$ cat config.mk
export PLATFORM = sky130hd
export DESIGN_NAME = rs_alu_flat
export DESIGN_NICKNAME = d
export VERILOG_FILES = /design/src/rtl/rs_alu_pkg.sv /design/src/rtl/rs_alu_if.sv /design/src/rtl/rs_alu_entry.sv /design/src/rtl/rs_alu.sv /design/src/flat_wrapper.sv
export SDC_FILE = /design/constraint.sdc
export NUM_CORES = 2
export LEC_CHECK = 0
export CAP_MARGIN = 0
export CORE_UTILIZATION = 40
export DETAILED_ROUTE_END_ITERATION = 6
export PLACE_DENSITY = 0.58
export RECOVER_POWER = 50
export SYNTH_ARGS = -nofsm -noshare
export SYNTH_HDL_FRONTEND = slang
export SYNTH_SLANG_ARGS = --single-unit
$ cat constraint.sdc
create_clock -name clk -period 4.3 [get_ports clk]
set_clock_uncertainty 0.05 [all_clocks]
set_input_delay 1.29 -clock clk [delete_from_list [all_inputs] [get_ports clk]]
set_output_delay 1.29 -clock clk [all_outputs]
set_load 0.05 [all_outputs]
$ cat src/rtl/rs_alu_pkg.sv
// Shared widths and payload types for the ALU reservation station.
package rs_alu_pkg;

  localparam int unsigned ROB_TAG_WIDTH   = 4;
  localparam int unsigned ALU_OP_SEL      = 4;
  localparam int unsigned ALU_SRC1_SEL    = 2;
  localparam int unsigned ALU_SRC2_SEL    = 2;
  localparam int unsigned RV32_PC_WIDTH   = 32;
  localparam int unsigned RV32_DATA_WIDTH = 32;

  typedef enum logic [ALU_OP_SEL-1:0] {
    ALU_ADD  = 4'd0,
    ALU_SUB  = 4'd1,
    ALU_AND  = 4'd2,
    ALU_OR   = 4'd3,
    ALU_XOR  = 4'd4,
    ALU_SLL  = 4'd5,
    ALU_SRL  = 4'd6,
    ALU_SRA  = 4'd7,
    ALU_SLT  = 4'd8,
    ALU_SLTU = 4'd9
  } alu_op_e;

  typedef logic [RV32_DATA_WIDTH-1:0] data_t;
  typedef logic [RV32_PC_WIDTH-1:0]   pc_t;

  typedef struct packed {
    logic [ALU_OP_SEL-1:0]   op_sel;
    logic [ALU_SRC1_SEL-1:0] src1_sel;
    logic [ALU_SRC2_SEL-1:0] src2_sel;
  } alu_ctrl_t;

endpackage

$ cat src/rtl/rs_alu_if.sv
// Dispatch, CDB, execution-unit back-pressure and issue bundle of the ALU station.
interface rs_alu_if #(
  parameter int unsigned TAG_W = rs_alu_pkg::ROB_TAG_WIDTH
);
  import rs_alu_pkg::*;

  logic                    i_flush;
  logic                    i_dp_vld;
  logic                    o_dp_rdy;
  logic [ALU_OP_SEL-1:0]   i_dp_op_sel;
  logic [ALU_SRC1_SEL-1:0] i_dp_src1_sel;
  logic [ALU_SRC2_SEL-1:0] i_dp_src2_sel;
  pc_t                     i_dp_pc;
  data_t                   i_dp_imm;
  logic                    i_dp_rs1_rdy;
  logic                    i_dp_rs2_rdy;
  data_t                   i_dp_rs1;
  data_t                   i_dp_rs2;
  logic [TAG_W-1:0]        i_dp_rs1_tag;
  logic [TAG_W-1:0]        i_dp_rs2_tag;
  logic [TAG_W-1:0]        i_dp_dst_tag;
  logic                    i_cdb0_vld;
  logic [TAG_W-1:0]        i_cdb0_tag;
  data_t                   i_cdb0_data;
  logic                    i_cdb1_vld;
  logic [TAG_W-1:0]        i_cdb1_tag;
  data_t                   i_cdb1_data;
  logic                    i_ex_busy;
  logic                    o_is_vld;
  logic [ALU_OP_SEL-1:0]   o_op_sel;
  logic [ALU_SRC1_SEL-1:0] o_src1_sel;
  logic [ALU_SRC2_SEL-1:0] o_src2_sel;
  data_t                   o_rs1;
  data_t                   o_rs2;
  pc_t                     o_pc;
  data_t                   o_imm;
  logic [TAG_W-1:0]        o_dst_tag;

  modport master (
    output i_flush, i_dp_vld, i_dp_op_sel, i_dp_src1_sel, i_dp_src2_sel, i_dp_pc, i_dp_imm,
           i_dp_rs1_rdy, i_dp_rs2_rdy, i_dp_rs1, i_dp_rs2, i_dp_rs1_tag, i_dp_rs2_tag,
           i_dp_dst_tag, i_cdb0_vld, i_cdb0_tag, i_cdb0_data, i_cdb1_vld, i_cdb1_tag,
           i_cdb1_data, i_ex_busy,
    input  o_dp_rdy, o_is_vld, o_op_sel, o_src1_sel, o_src2_sel, o_rs1, o_rs2, o_pc, o_imm,
           o_dst_tag
  );

  modport slave (
    input  i_flush, i_dp_vld, i_dp_op_sel, i_dp_src1_sel, i_dp_src2_sel, i_dp_pc, i_dp_imm,
           i_dp_rs1_rdy, i_dp_rs2_rdy, i_dp_rs1, i_dp_rs2, i_dp_rs1_tag, i_dp_rs2_tag,
           i_dp_dst_tag, i_cdb0_vld, i_cdb0_tag, i_cdb0_data, i_cdb1_vld, i_cdb1_tag,
           i_cdb1_data, i_ex_busy,
    output o_dp_rdy, o_is_vld, o_op_sel, o_src1_sel, o_src2_sel, o_rs1, o_rs2, o_pc, o_imm,
           o_dst_tag
  );

endinterface

$ cat src/rtl/rs_alu_entry.sv
// One station entry: payload storage, dispatch-time CDB bypass and dual-port CDB wakeup.
module rs_alu_entry
  import rs_alu_pkg::*;
#(
  parameter int unsigned TAG_W = ROB_TAG_WIDTH
) (
  input  logic             clk,
  input  logic             rst_n,
  input  logic             flush_i,
  input  logic             alloc_i,
  input  logic             issue_i,
  input  alu_ctrl_t        ctrl_i,
  input  pc_t              pc_i,
  input  data_t            imm_i,
  input  logic [TAG_W-1:0] dst_tag_i,
  input  logic             rs1_rdy_i,
  input  logic [TAG_W-1:0] rs1_tag_i,
  input  data_t            rs1_i,
  input  logic             rs2_rdy_i,
  input  logic [TAG_W-1:0] rs2_tag_i,
  input  data_t            rs2_i,
  input  logic             cdb0_vld_i,
  input  logic [TAG_W-1:0] cdb0_tag_i,
  input  data_t            cdb0_data_i,
  input  logic             cdb1_vld_i,
  input  logic [TAG_W-1:0] cdb1_tag_i,
  input  data_t            cdb1_data_i,
  output logic             valid_o,
  output logic             eligible_o,
  output alu_ctrl_t        ctrl_o,
  output pc_t              pc_o,
  output data_t            imm_o,
  output logic [TAG_W-1:0] dst_tag_o,
  output data_t            rs1_o,
  output data_t            rs2_o
);

  logic             valid_q;
  alu_ctrl_t        ctrl_q;
  pc_t              pc_q;
  data_t            imm_q;
  logic [TAG_W-1:0] dst_tag_q;
  logic [1:0]       rdy_q, rdy_d;
  logic [TAG_W-1:0] tag_q [2];
  data_t            data_q [2];
  data_t            data_d [2];

  logic [1:0]       cur_rdy, hit0, hit1;
  logic [TAG_W-1:0] cur_tag [2];
  data_t            cur_data [2];

  // Same match logic serves dispatch bypass (alloc) and wakeup of stored operands.
  always_comb begin
    cur_rdy[0]  = alloc_i ? rs1_rdy_i : rdy_q[0];
    cur_rdy[1]  = alloc_i ? rs2_rdy_i : rdy_q[1];
    cur_tag[0]  = alloc_i ? rs1_tag_i : tag_q[0];
    cur_tag[1]  = alloc_i ? rs2_tag_i : tag_q[1];
    cur_data[0] = alloc_i ? rs1_i     : data_q[0];
    cur_data[1] = alloc_i ? rs2_i     : data_q[1];
    for (int unsigned k = 0; k < 2; k++) begin
      hit0[k]   = !cur_rdy[k] && cdb0_vld_i && (cdb0_tag_i == cur_tag[k]);
      hit1[k]   = !cur_rdy[k] && cdb1_vld_i && (cdb1_tag_i == cur_tag[k]);
      rdy_d[k]  = cur_rdy[k] | hit0[k] | hit1[k];
      data_d[k] = hit0[k] ? cdb0_data_i : (hit1[k] ? cdb1_data_i : cur_data[k]);
    end
  end

  always_ff @(posedge clk) begin
    if (!rst_n) begin
      valid_q   <= 1'b0;
      ctrl_q    <= '0;
      pc_q      <= '0;
      imm_q     <= '0;
      dst_tag_q <= '0;
      rdy_q     <= '0;
      for (int unsigned k = 0; k < 2; k++) begin
        tag_q[k]  <= '0;
        data_q[k] <= '0;
      end
    end else begin
      rdy_q <= rdy_d;
      for (int unsigned k = 0; k < 2; k++) begin
        data_q[k] <= data_d[k];
        if (alloc_i) tag_q[k] <= cur_tag[k];
      end
      if (alloc_i) begin
        ctrl_q    <= ctrl_i;
        pc_q      <= pc_i;
        imm_q     <= imm_i;
        dst_tag_q <= dst_tag_i;
      end
      if (flush_i)      valid_q <= 1'b0;
      else if (alloc_i) valid_q <= 1'b1;
      else if (issue_i) valid_q <= 1'b0;
    end
  end

  assign valid_o    = valid_q;
  assign eligible_o = valid_q & (&rdy_q);
  assign ctrl_o     = ctrl_q;
  assign pc_o       = pc_q;
  assign imm_o      = imm_q;
  assign dst_tag_o  = dst_tag_q;
  assign rs1_o      = data_q[0];
  assign rs2_o      = data_q[1];

endmodule

$ cat src/rtl/rs_alu.sv
// ALU reservation station: free/ready priority encoders over the entries plus the issue register.
module rs_alu
  import rs_alu_pkg::*;
#(
  parameter int unsigned ENTRIES = 4,
  parameter int unsigned TAG_W   = ROB_TAG_WIDTH
) (
  input logic    clk,
  input logic    rst_n,
  rs_alu_if.slave bus
);

  localparam int unsigned IDX_W = (ENTRIES > 1) ? $clog2(ENTRIES) : 1;

  logic [ENTRIES-1:0] valid, eligible, alloc, issue;
  alu_ctrl_t          ent_ctrl [ENTRIES];
  pc_t                ent_pc   [ENTRIES];
  data_t              ent_imm  [ENTRIES];
  logic [TAG_W-1:0]   ent_dst  [ENTRIES];
  data_t              ent_rs1  [ENTRIES];
  data_t              ent_rs2  [ENTRIES];

  alu_ctrl_t          dp_ctrl;
  logic               free_any, rdy_any, dp_fire, is_fire;
  logic [IDX_W-1:0]   free_idx, rdy_idx;

  logic               is_vld_q;
  alu_ctrl_t          is_ctrl_q;
  pc_t                is_pc_q;
  data_t              is_imm_q, is_rs1_q, is_rs2_q;
  logic [TAG_W-1:0]   is_dst_q;

  assign dp_ctrl = '{op_sel: bus.i_dp_op_sel, src1_sel: bus.i_dp_src1_sel,
                     src2_sel: bus.i_dp_src2_sel};

  for (genvar g = 0; g < ENTRIES; g++) begin : g_ent
    rs_alu_entry #(.TAG_W(TAG_W)) u_entry (
      .clk         (clk),
      .rst_n       (rst_n),
      .flush_i     (bus.i_flush),
      .alloc_i     (alloc[g]),
      .issue_i     (issue[g]),
      .ctrl_i      (dp_ctrl),
      .pc_i        (bus.i_dp_pc),
      .imm_i       (bus.i_dp_imm),
      .dst_tag_i   (bus.i_dp_dst_tag),
      .rs1_rdy_i   (bus.i_dp_rs1_rdy),
      .rs1_tag_i   (bus.i_dp_rs1_tag),
      .rs1_i       (bus.i_dp_rs1),
      .rs2_rdy_i   (bus.i_dp_rs2_rdy),
      .rs2_tag_i   (bus.i_dp_rs2_tag),
      .rs2_i       (bus.i_dp_rs2),
      .cdb0_vld_i  (bus.i_cdb0_vld),
      .cdb0_tag_i  (bus.i_cdb0_tag),
      .cdb0_data_i (bus.i_cdb0_data),
      .cdb1_vld_i  (bus.i_cdb1_vld),
      .cdb1_tag_i  (bus.i_cdb1_tag),
      .cdb1_data_i (bus.i_cdb1_data),
      .valid_o     (valid[g]),
      .eligible_o  (eligible[g]),
      .ctrl_o      (ent_ctrl[g]),
      .pc_o        (ent_pc[g]),
      .imm_o       (ent_imm[g]),
      .dst_tag_o   (ent_dst[g]),
      .rs1_o       (ent_rs1[g]),
      .rs2_o       (ent_rs2[g])
    );
  end

  // Both encoders look at registered state, so a slot freed by this cycle's issue is not reused yet.
  always_comb begin
    free_any = 1'b0;
    free_idx = '0;
    rdy_any  = 1'b0;
    rdy_idx  = '0;
    for (int unsigned i = 0; i < ENTRIES; i++) begin
      if (!valid[i] && !free_any) begin
        free_any = 1'b1;
        free_idx = i[IDX_W-1:0];
      end
      if (eligible[i] && !rdy_any) begin
        rdy_any = 1'b1;
        rdy_idx = i[IDX_W-1:0];
      end
    end
    dp_fire = bus.i_dp_vld && free_any && !bus.i_flush;
    is_fire = rdy_any && !bus.i_ex_busy && !bus.i_flush;
    alloc   = '0;
    issue   = '0;
    if (dp_fire) alloc[free_idx] = 1'b1;
    if (is_fire) issue[rdy_idx]  = 1'b1;
  end

  always_ff @(posedge clk) begin
    if (!rst_n) begin
      is_vld_q  <= 1'b0;
      is_ctrl_q <= '0;
      is_pc_q   <= '0;
      is_imm_q  <= '0;
      is_rs1_q  <= '0;
      is_rs2_q  <= '0;
      is_dst_q  <= '0;
    end else begin
      is_vld_q <= is_fire;
      if (is_fire) begin
        is_ctrl_q <= ent_ctrl[rdy_idx];
        is_pc_q   <= ent_pc[rdy_idx];
        is_imm_q  <= ent_imm[rdy_idx];
        is_rs1_q  <= ent_rs1[rdy_idx];
        is_rs2_q  <= ent_rs2[rdy_idx];
        is_dst_q  <= ent_dst[rdy_idx];
      end
    end
  end

  assign bus.o_dp_rdy   = free_any;
  assign bus.o_is_vld   = is_vld_q;
  assign bus.o_op_sel   = is_ctrl_q.op_sel;
  assign bus.o_src1_sel = is_ctrl_q.src1_sel;
  assign bus.o_src2_sel = is_ctrl_q.src2_sel;
  assign bus.o_pc       = is_pc_q;
  assign bus.o_imm      = is_imm_q;
  assign bus.o_rs1      = is_rs1_q;
  assign bus.o_rs2      = is_rs2_q;
  assign bus.o_dst_tag  = is_dst_q;

endmodule
$ cat src/flat_wrapper.sv
// flat-port wrapper written by rule: the top's interface ports become plain ports
module rs_alu_flat import rs_alu_pkg::*;
#(
  parameter int unsigned ENTRIES = 4,
  parameter int unsigned TAG_W   = ROB_TAG_WIDTH
)
  (clk, rst_n, bus_i_flush, bus_i_dp_vld, bus_i_dp_op_sel, bus_i_dp_src1_sel, bus_i_dp_src2_sel, bus_i_dp_pc, bus_i_dp_imm, bus_i_dp_rs1_rdy, bus_i_dp_rs2_rdy, bus_i_dp_rs1, bus_i_dp_rs2, bus_i_dp_rs1_tag, bus_i_dp_rs2_tag, bus_i_dp_dst_tag, bus_i_cdb0_vld, bus_i_cdb0_tag, bus_i_cdb0_data, bus_i_cdb1_vld, bus_i_cdb1_tag, bus_i_cdb1_data, bus_i_ex_busy, bus_o_dp_rdy, bus_o_is_vld, bus_o_op_sel, bus_o_src1_sel, bus_o_src2_sel, bus_o_rs1, bus_o_rs2, bus_o_pc, bus_o_imm, bus_o_dst_tag);
  rs_alu_if #(.TAG_W(TAG_W)) bus_i ();
  input logic clk;
  input logic rst_n;
  input wire logic [$bits(bus_i.i_flush)-1:0] bus_i_flush;
  input wire logic [$bits(bus_i.i_dp_vld)-1:0] bus_i_dp_vld;
  input wire logic [$bits(bus_i.i_dp_op_sel)-1:0] bus_i_dp_op_sel;
  input wire logic [$bits(bus_i.i_dp_src1_sel)-1:0] bus_i_dp_src1_sel;
  input wire logic [$bits(bus_i.i_dp_src2_sel)-1:0] bus_i_dp_src2_sel;
  input wire logic [$bits(bus_i.i_dp_pc)-1:0] bus_i_dp_pc;
  input wire logic [$bits(bus_i.i_dp_imm)-1:0] bus_i_dp_imm;
  input wire logic [$bits(bus_i.i_dp_rs1_rdy)-1:0] bus_i_dp_rs1_rdy;
  input wire logic [$bits(bus_i.i_dp_rs2_rdy)-1:0] bus_i_dp_rs2_rdy;
  input wire logic [$bits(bus_i.i_dp_rs1)-1:0] bus_i_dp_rs1;
  input wire logic [$bits(bus_i.i_dp_rs2)-1:0] bus_i_dp_rs2;
  input wire logic [$bits(bus_i.i_dp_rs1_tag)-1:0] bus_i_dp_rs1_tag;
  input wire logic [$bits(bus_i.i_dp_rs2_tag)-1:0] bus_i_dp_rs2_tag;
  input wire logic [$bits(bus_i.i_dp_dst_tag)-1:0] bus_i_dp_dst_tag;
  input wire logic [$bits(bus_i.i_cdb0_vld)-1:0] bus_i_cdb0_vld;
  input wire logic [$bits(bus_i.i_cdb0_tag)-1:0] bus_i_cdb0_tag;
  input wire logic [$bits(bus_i.i_cdb0_data)-1:0] bus_i_cdb0_data;
  input wire logic [$bits(bus_i.i_cdb1_vld)-1:0] bus_i_cdb1_vld;
  input wire logic [$bits(bus_i.i_cdb1_tag)-1:0] bus_i_cdb1_tag;
  input wire logic [$bits(bus_i.i_cdb1_data)-1:0] bus_i_cdb1_data;
  input wire logic [$bits(bus_i.i_ex_busy)-1:0] bus_i_ex_busy;
  output wire logic [$bits(bus_i.o_dp_rdy)-1:0] bus_o_dp_rdy;
  output wire logic [$bits(bus_i.o_is_vld)-1:0] bus_o_is_vld;
  output wire logic [$bits(bus_i.o_op_sel)-1:0] bus_o_op_sel;
  output wire logic [$bits(bus_i.o_src1_sel)-1:0] bus_o_src1_sel;
  output wire logic [$bits(bus_i.o_src2_sel)-1:0] bus_o_src2_sel;
  output wire logic [$bits(bus_i.o_rs1)-1:0] bus_o_rs1;
  output wire logic [$bits(bus_i.o_rs2)-1:0] bus_o_rs2;
  output wire logic [$bits(bus_i.o_pc)-1:0] bus_o_pc;
  output wire logic [$bits(bus_i.o_imm)-1:0] bus_o_imm;
  output wire logic [$bits(bus_i.o_dst_tag)-1:0] bus_o_dst_tag;
  assign bus_i.i_flush = bus_i_flush;
  assign bus_i.i_dp_vld = bus_i_dp_vld;
  assign bus_i.i_dp_op_sel = bus_i_dp_op_sel;
  assign bus_i.i_dp_src1_sel = bus_i_dp_src1_sel;
  assign bus_i.i_dp_src2_sel = bus_i_dp_src2_sel;
  assign bus_i.i_dp_pc = bus_i_dp_pc;
  assign bus_i.i_dp_imm = bus_i_dp_imm;
  assign bus_i.i_dp_rs1_rdy = bus_i_dp_rs1_rdy;
  assign bus_i.i_dp_rs2_rdy = bus_i_dp_rs2_rdy;
  assign bus_i.i_dp_rs1 = bus_i_dp_rs1;
  assign bus_i.i_dp_rs2 = bus_i_dp_rs2;
  assign bus_i.i_dp_rs1_tag = bus_i_dp_rs1_tag;
  assign bus_i.i_dp_rs2_tag = bus_i_dp_rs2_tag;
  assign bus_i.i_dp_dst_tag = bus_i_dp_dst_tag;
  assign bus_i.i_cdb0_vld = bus_i_cdb0_vld;
  assign bus_i.i_cdb0_tag = bus_i_cdb0_tag;
  assign bus_i.i_cdb0_data = bus_i_cdb0_data;
  assign bus_i.i_cdb1_vld = bus_i_cdb1_vld;
  assign bus_i.i_cdb1_tag = bus_i_cdb1_tag;
  assign bus_i.i_cdb1_data = bus_i_cdb1_data;
  assign bus_i.i_ex_busy = bus_i_ex_busy;
  assign bus_o_dp_rdy = bus_i.o_dp_rdy;
  assign bus_o_is_vld = bus_i.o_is_vld;
  assign bus_o_op_sel = bus_i.o_op_sel;
  assign bus_o_src1_sel = bus_i.o_src1_sel;
  assign bus_o_src2_sel = bus_i.o_src2_sel;
  assign bus_o_rs1 = bus_i.o_rs1;
  assign bus_o_rs2 = bus_i.o_rs2;
  assign bus_o_pc = bus_i.o_pc;
  assign bus_o_imm = bus_i.o_imm;
  assign bus_o_dst_tag = bus_i.o_dst_tag;
  rs_alu #(.ENTRIES(ENTRIES), .TAG_W(TAG_W)) u_core (.clk(clk), .rst_n(rst_n), .bus(bus_i));
endmodule
* After elaboration in Yosys (flattened, before gate mapping) *
Memories as Yosys holds them, arrays and structs flattened.
Index checks and enable logic that the tools add are counted.

storage, ports and cells
  bits in registers = 457
  bits in writable memories = 288
  input port bits = 229
  output and inout bits = 142
  word-level logic and storage cells = 295
  memories = 8

memory list
  memory                          words  width  read ports  clocked after Yosys merged registers in  wr ports  line                source
  u_core.g_ent[0].u_entry.data_q  2      32     2           0                                        2         rs_alu_entry.sv:45  data_t data_q [2];
  u_core.g_ent[1].u_entry.data_q  2      32     2           0                                        2         rs_alu_entry.sv:45
  u_core.g_ent[2].u_entry.data_q  2      32     2           0                                        2         rs_alu_entry.sv:45
  u_core.g_ent[3].u_entry.data_q  2      32     2           0                                        2         rs_alu_entry.sv:45
  u_core.g_ent[0].u_entry.tag_q   2      4      2           0                                        2         rs_alu_entry.sv:44  logic [TAG_W-1:0] tag_q [2];
  u_core.g_ent[1].u_entry.tag_q   2      4      2           0                                        2         rs_alu_entry.sv:44
  2 more memories                 --     --     --          --                                       --        --

operators by class
  order comparisons = 5
  equal/unequal tests = 16
  multiplexer cells = 116
  bitwise operators = 38
  reductions and logical operators = 71

operators with widths
  kind                                                                           number
  32-bit 2-to-1 mux                                                              40
  32-bit binary-select mux with 2-bit select                                     4
  4-bit 2-to-1 mux                                                               20
  4-bit == test                                                                  16
  1-bit logical AND                                                              44
  1-bit 2-to-1 mux                                                               42
  1-bit OR                                                                       32
  1-bit zero test                                                                18
  8-bit binary-select mux with 2-bit select                                      1
  8-bit 2-to-1 mux                                                               2
  4-bit binary-select mux with 2-bit select                                      1
  2-bit 2-to-1 mux                                                               4
  2-bit AND reduction                                                            4
  2-bit nonzero test                                                             4
  2-bit by 3-bit less-than comparator with 1-bit output (second input constant)  2
  1-bit AND                                                                      4
  1-bit demux with 2-bit select                                                  2
  2-bit by 1-bit >= comparator with 1-bit output (second input constant)         2
  3-bit >= comparator (second input constant)                                    1
  2-bit inverter with 3-bit output                                               1
  2-bit OR reduction                                                             1
  1-bit inverter                                                                 1

* Depth between registers and ports, before layout *
  word-level depth = 21
  depth in mapped cells = 12
  mapped depth without buffers = 7

* By module *
A second synthesis with hierarchy kept.

unflattened totals
  cell total of the unflattened synthesis = 4511
  area total of the unflattened synthesis = 40360.0 um2

modules (own cells, without submodules)
  module        instances  cells an instance  area each (um2)  sequential area each (um2)
  rs_alu_entry  4          725                7136.8           3103.0
  rs_alu        1          1611               11812.6          2822.7

* Worst setup path before layout *
Ideal clock, no wire load.

  path type = input -> register
  from = input port bus_i_flush
  to = memory u_core.g_ent[2].u_entry.data_q[0][33] in the netlist's numbering
  setup time = 0.141 ns
  arrival = 3.648 ns
  data required time = 4.109 ns
  slack = 0.461 ns
  stages on the path = 9
  buffers on the path = 2
  path through = nand4b_1 buf_2 nor2_1 mux2i_1 and4b_1 or3b_2 nand3_1 clkbuf_1 o221ai_1

RTL lines
  item                line                source
  start: declaration  flat_wrapper.sv:11  input wire logic [$bits(bus_i.i_flush)-1:0] bus_i_flush;
  end: declaration    rs_alu_entry.sv:45

* Worst setup path in the final report *
  from = register u_core.g_ent[2].u_entry.valid_q
  to = register u_core.is_rs2_q[10] (netlist: u_core.bus.o_rs2[10])

between the ends
  cells in the longest elaborated chain, start to end = 10
  elaborated cells on any way between the ends = 14
  those cells by class = mux (7); bitwise (2); reduce/logical (5)

ends and longest elaborated chain
  item                                                    line                source
  start: declaration                                      rs_alu_entry.sv:38  logic valid_q;
  start signal: assignment                                rs_alu_entry.sv:70  valid_q <= 1'b0;
  start signal: assignment                                rs_alu_entry.sv:92  if (flush_i) valid_q <= 1'b0;
  start signal: assignment                                rs_alu_entry.sv:93  else if (alloc_i) valid_q <= 1'b1;
  1-bit AND (*)                                           rs_alu_entry.sv:99  assign eligible_o = valid_q & (&rdy_q);
  1-bit logical AND (*)                                   rs_alu.sv:81        if (eligible[i] && !rdy_any) begin
  1-bit 2-to-1 mux                                        rs_alu.sv:81
  1-bit zero test                                         rs_alu.sv:81
  1-bit logical AND                                       rs_alu.sv:81
  2-bit 2-to-1 mux                                        rs_alu.sv:81
  2-bit inverter with 3-bit output (not written as such)  rs_alu.sv:110       is_rs2_q <= ent_rs2[rdy_idx];
  32-bit binary-select mux with 2-bit select              rs_alu.sv:110
  32-bit 2-to-1 mux (not written as such) (2 in series)   rs_alu.sv:110
  end signal: assignment                                  rs_alu.sv:110
  end: declaration                                        rs_alu.sv:30        data_t is_imm_q, is_rs1_q, is_rs2_q;

Every way passes the cells marked *; elsewhere a longest branch is shown, timed or not. The select of a mux whose other input is x is not followed.
A chain may end at the register's enable or synchronous reset.

==> flow_metrics.py <==
metrics = {
    "job": {
        "max-cap-violations": 2,
    },
    "routing": {
        "drcViolationCount": 46,
        "wl_met3_um": 14800,
        "routedWlPerCell_um": 25.9,
        "first_iter_violations": 4638,
        "drt-met1-wl_um": 61800,
        "top_layer": "met5",
        "vias": 34800,
        "vias_per_cell": 6.17,
        "antenna_left": 0,
        "firstDrtPassIters": 7,
        "wl_met2_um": 64400,
        "wirelength_um": 146000,
    },
    "clock_network": {
        "cts_buffers": 84,
        "clock_path_buffers": 3,
        "cts.sinks": 745,
        "clock_latency_ps": 650,
        "root_buffer": "clkbuf_16",
        "clkTransAtPathRegs_ps": 60,
        "ctsResizeCount": 0,
        "cts_tree": "done",
        "cts_hold_buf": 0,
        "post-cts-setup-buffers": 0,
        "htree_levels": 3,
    },
    "sta": {
        "period_share_pct": 97.2,
        "tightest_slew_ps": 1800,
        "finalWorstSetupSlack_ps": 119,
        "rsz0062_at_grt": "false",
        "finalCriticalPeriod_ps": 4180,
        "setup_viol": 0,
        "fmax_mhz": 239,
        "whs_ps": 403,
        "slew_viol_final": 284,
        "tns_ps": 0,
        "max_slew_margin_pct": -19.7,
        "finalHoldViolations": 0,
    },
    "worst_setup_path": {
        "worstSetupPathType": "flip-flop to flip-flop",
        "start_kind": "flip-flop",
        "cp.arrival_ps": 4640,
        "endpoint_kind": "flip-flop",
        "reg2reg_to": "u_core.bus.o_rs2[10]",
        "cp.required_ps": 4760,
        "reg2reg_from": "u_core.g_ent[2].u_entry.valid_o",
        "cp_max_fo": 60,
        "r2r_slack_ps": 120,
        "reg2regPathDepth": 6,
    },
    "cells_and_area": {
        "layout_common_cells": "722 x nand2_1, 713 x dfxtp_1, 608 x a21oi_1",
        "fillCellCount": 7943,
        "layout_commonest_cell": "nand2_1",
        "drive_above_1_share_pct": 9.90,
        "finalNetCount": 4665,
        "syn_to_final_growth_pct": 26.8,
        "final_cells": 5642,
    },
    "yosys": {
        "ys_seq_elements": 745,
        "yosysSeqAreaShare_pct": 44.5,
        "synth_edf_count": 32,
        "syn_area_um2": 34300,
        "synth_nets": 4387,
        "async_flop_share_pct": 0,
        "syn_avg_cell_area_um2": 8.24,
        "synth_warnings": 0,
        "synth_flop_cell": "dfxtp_1",
        "netlist_instances": 4158,
        "synth_cell_type_count": 62,
    },
    "min_path": {
        "hold-path-endpoint": "u_core.g_ent[2].u_entry.pc_o[11]",
        "min_from": "u_core.g_ent[2].u_entry.pc_o[11]",
        "hp-class": "flip-flop to flip-flop",
        "hold_depth": 2,
    },
    "power": {
        "power_leakage_nw": 15.6,
        "power_mw": 16.5,
        "ir_drop_v": 0.000284,
        "power_density_nw_per_um2": 380,
    },
    "global_route": {
        "grt_usage_pct": 32.5,
        "grt_antenna_before_repair": 10,
        "grt_max_degree": 217,
        "grt_pass1_wl_um": 215000,
        "grt_pass1_vias": 32600,
        "grt-ovfl-total": 0,
    },
    "placement": {
        "dp_hpwl_um": 90200,
        "dp_cells": 5484,
        "post-place-ws_ps": -237,
        "place.port_buffers": 370,
        "gp_congestion": 0.927,
    },
    "status": {
        "violations": "DRC, capacitance limit, slew limit",
        "outcome": "finished with violations",
    },
    "floorplan": {
        "coreArea_um2": 84200,
        "die_h_um": 295,
        "die_area_um2": 86800,
        "ios": 371,
        "rows": 106,
        "initial_core_util_pct": 40.7,
        "die_w_um": 295,
    },
}
-- cells by family (layout without fill, tap and decap cells) --
group,count (synthesis),count (layout),share of synthesized area [%]
xor gates and xnor gates,48,48,1.23
DFF,745,745,44.5
muxes,91,91,2.70
other,0,4,0
and+or+nand+nor,1254,1254,16.4
AOI/OAI and AO/OA,1445,1445,28.6
buffers and inverters,575,921,6.56
-- Yosys cell counts (all sizes together), types with 6 or more instances --
master / instances / share of area (%)
xnor2: 36 / 0.92
o32ai: 53 / 1.4
edfxtp: 32 / 2.8
a21boi: 21 / 0.46
a21oi: 608 / 8.9
nor2: 95 / 1.0
a222oi: 140 / 4.1
o21ai: 236 / 3.4
a31oi: 12 / 0.26
clkbuf: 352 / 3.9
a32o: 139 / 4.1
nand2: 724 / 8.0
or3: 9 / 0.16
a221oi: 20 / 0.51
buf: 66 / 0.99
o211ai: 95 / 2.1
nand2b: 136 / 2.5
dfxtp: 713 / 42
and3: 29 / 0.53
inv: 155 / 1.7
or4: 6 / 0.13
nor4: 13 / 0.32
xor2: 12 / 0.31
mux2i: 89 / 2.6
nand3: 161 / 2.4
o221ai: 64 / 2.2
o21a: 7 / 0.15
a211oi: 39 / 0.87
nor3: 49 / 0.72
-- worst max-delay path by stage --
stage	endpoint	startpoint	slack (ps)
global route	u_core.g_ent[3].u_entry.data_q[0][58]	bus_i_dp_vld	60
detailed placement	u_core.g_ent[3].u_entry.data_q[0][58]	bus_i_dp_vld	-240
finish	u_core.bus.o_rs2[10]	u_core.g_ent[2].u_entry.valid_o	120
floorplan	u_core.g_ent[2].u_entry.data_q[0][33]	bus_i_flush	460
global placement	u_core.g_ent[3].u_entry.data_q[0][61]	bus_i_flush	-130
CTS	u_core.g_ent[3].u_entry.data_q[0][58]	bus_i_dp_vld	390
-- metal layers --
metal	up-vias	GRT usage, %
met5	-	0
met4	10	12.1
met3	327	7.46
met2	2007	49.2
met1	16800	44.8
li1	15700	-
-- through the flow --
step                      utilization, %  cell area (µm²)
after global placement              48.3            40700
after CTS                           51.7            43500
final                               51.6            43400
after detailed placement            48.3            40700
after floorplan                        -            34300
after global routing                51.6            43400
-- critical path, stage by stage (launching register included) --
cell,delay (ps)
dfxtp_1,610
nand3_1,370
nand3_1,210
nand2_2,980
clkbuf_2,840
a222oi_1,810
a21oi_1,140
-- sequential cells by signal, summed over array words and instances (netlist names) --
register	count
u_core.g_ent.u_entry.data_q	256
u_core.g_ent.u_entry.imm_o	128
u_core.g_ent.u_entry.pc_o	128
u_core.bus.o_imm	32
u_core.bus.o_pc	32
u_core.bus.o_rs1	32
u_core.bus.o_rs2	32
u_core.g_ent.u_entry.ctrl_o	32
u_core.g_ent.u_entry.tag_q	32
u_core.g_ent.u_entry.dst_tag_o	16
u_core.g_ent.u_entry.rdy_q	8
u_core.bus.o_dst_tag	4
u_core.bus.o_op_sel	4
u_core.g_ent.u_entry.valid_o	4
u_core.bus.o_src1_sel	2
u_core.bus.o_src2_sel	2
u_core.bus.o_is_vld	1
-- power by group --
group | switching [mW] | internal (mW) | total (mW)
combinational | 1.15 | 0.760 | 1.91
clock | 3.11 | 4.23 | 7.34
sequential | 0.0990 | 7.13 | 7.23
-- cell type report --
type                            instances  area [µm²]  share of cell area [%]
Multi-Input combinational cell       2838       17100                    39.3
Clock buffer                          131        2540                    5.85
Tap cell                             1134        1420                    3.27
Antenna cell                            4        10.0                  0.0231
Inverter                              157         597                    1.37
Clock inverter                         23         292                   0.671
Timing Repair Buffer                  610        6270                    14.4
Sequential cell                       745       15200                    35.1
No activity file was read; power rests on OpenSTA's default activity.
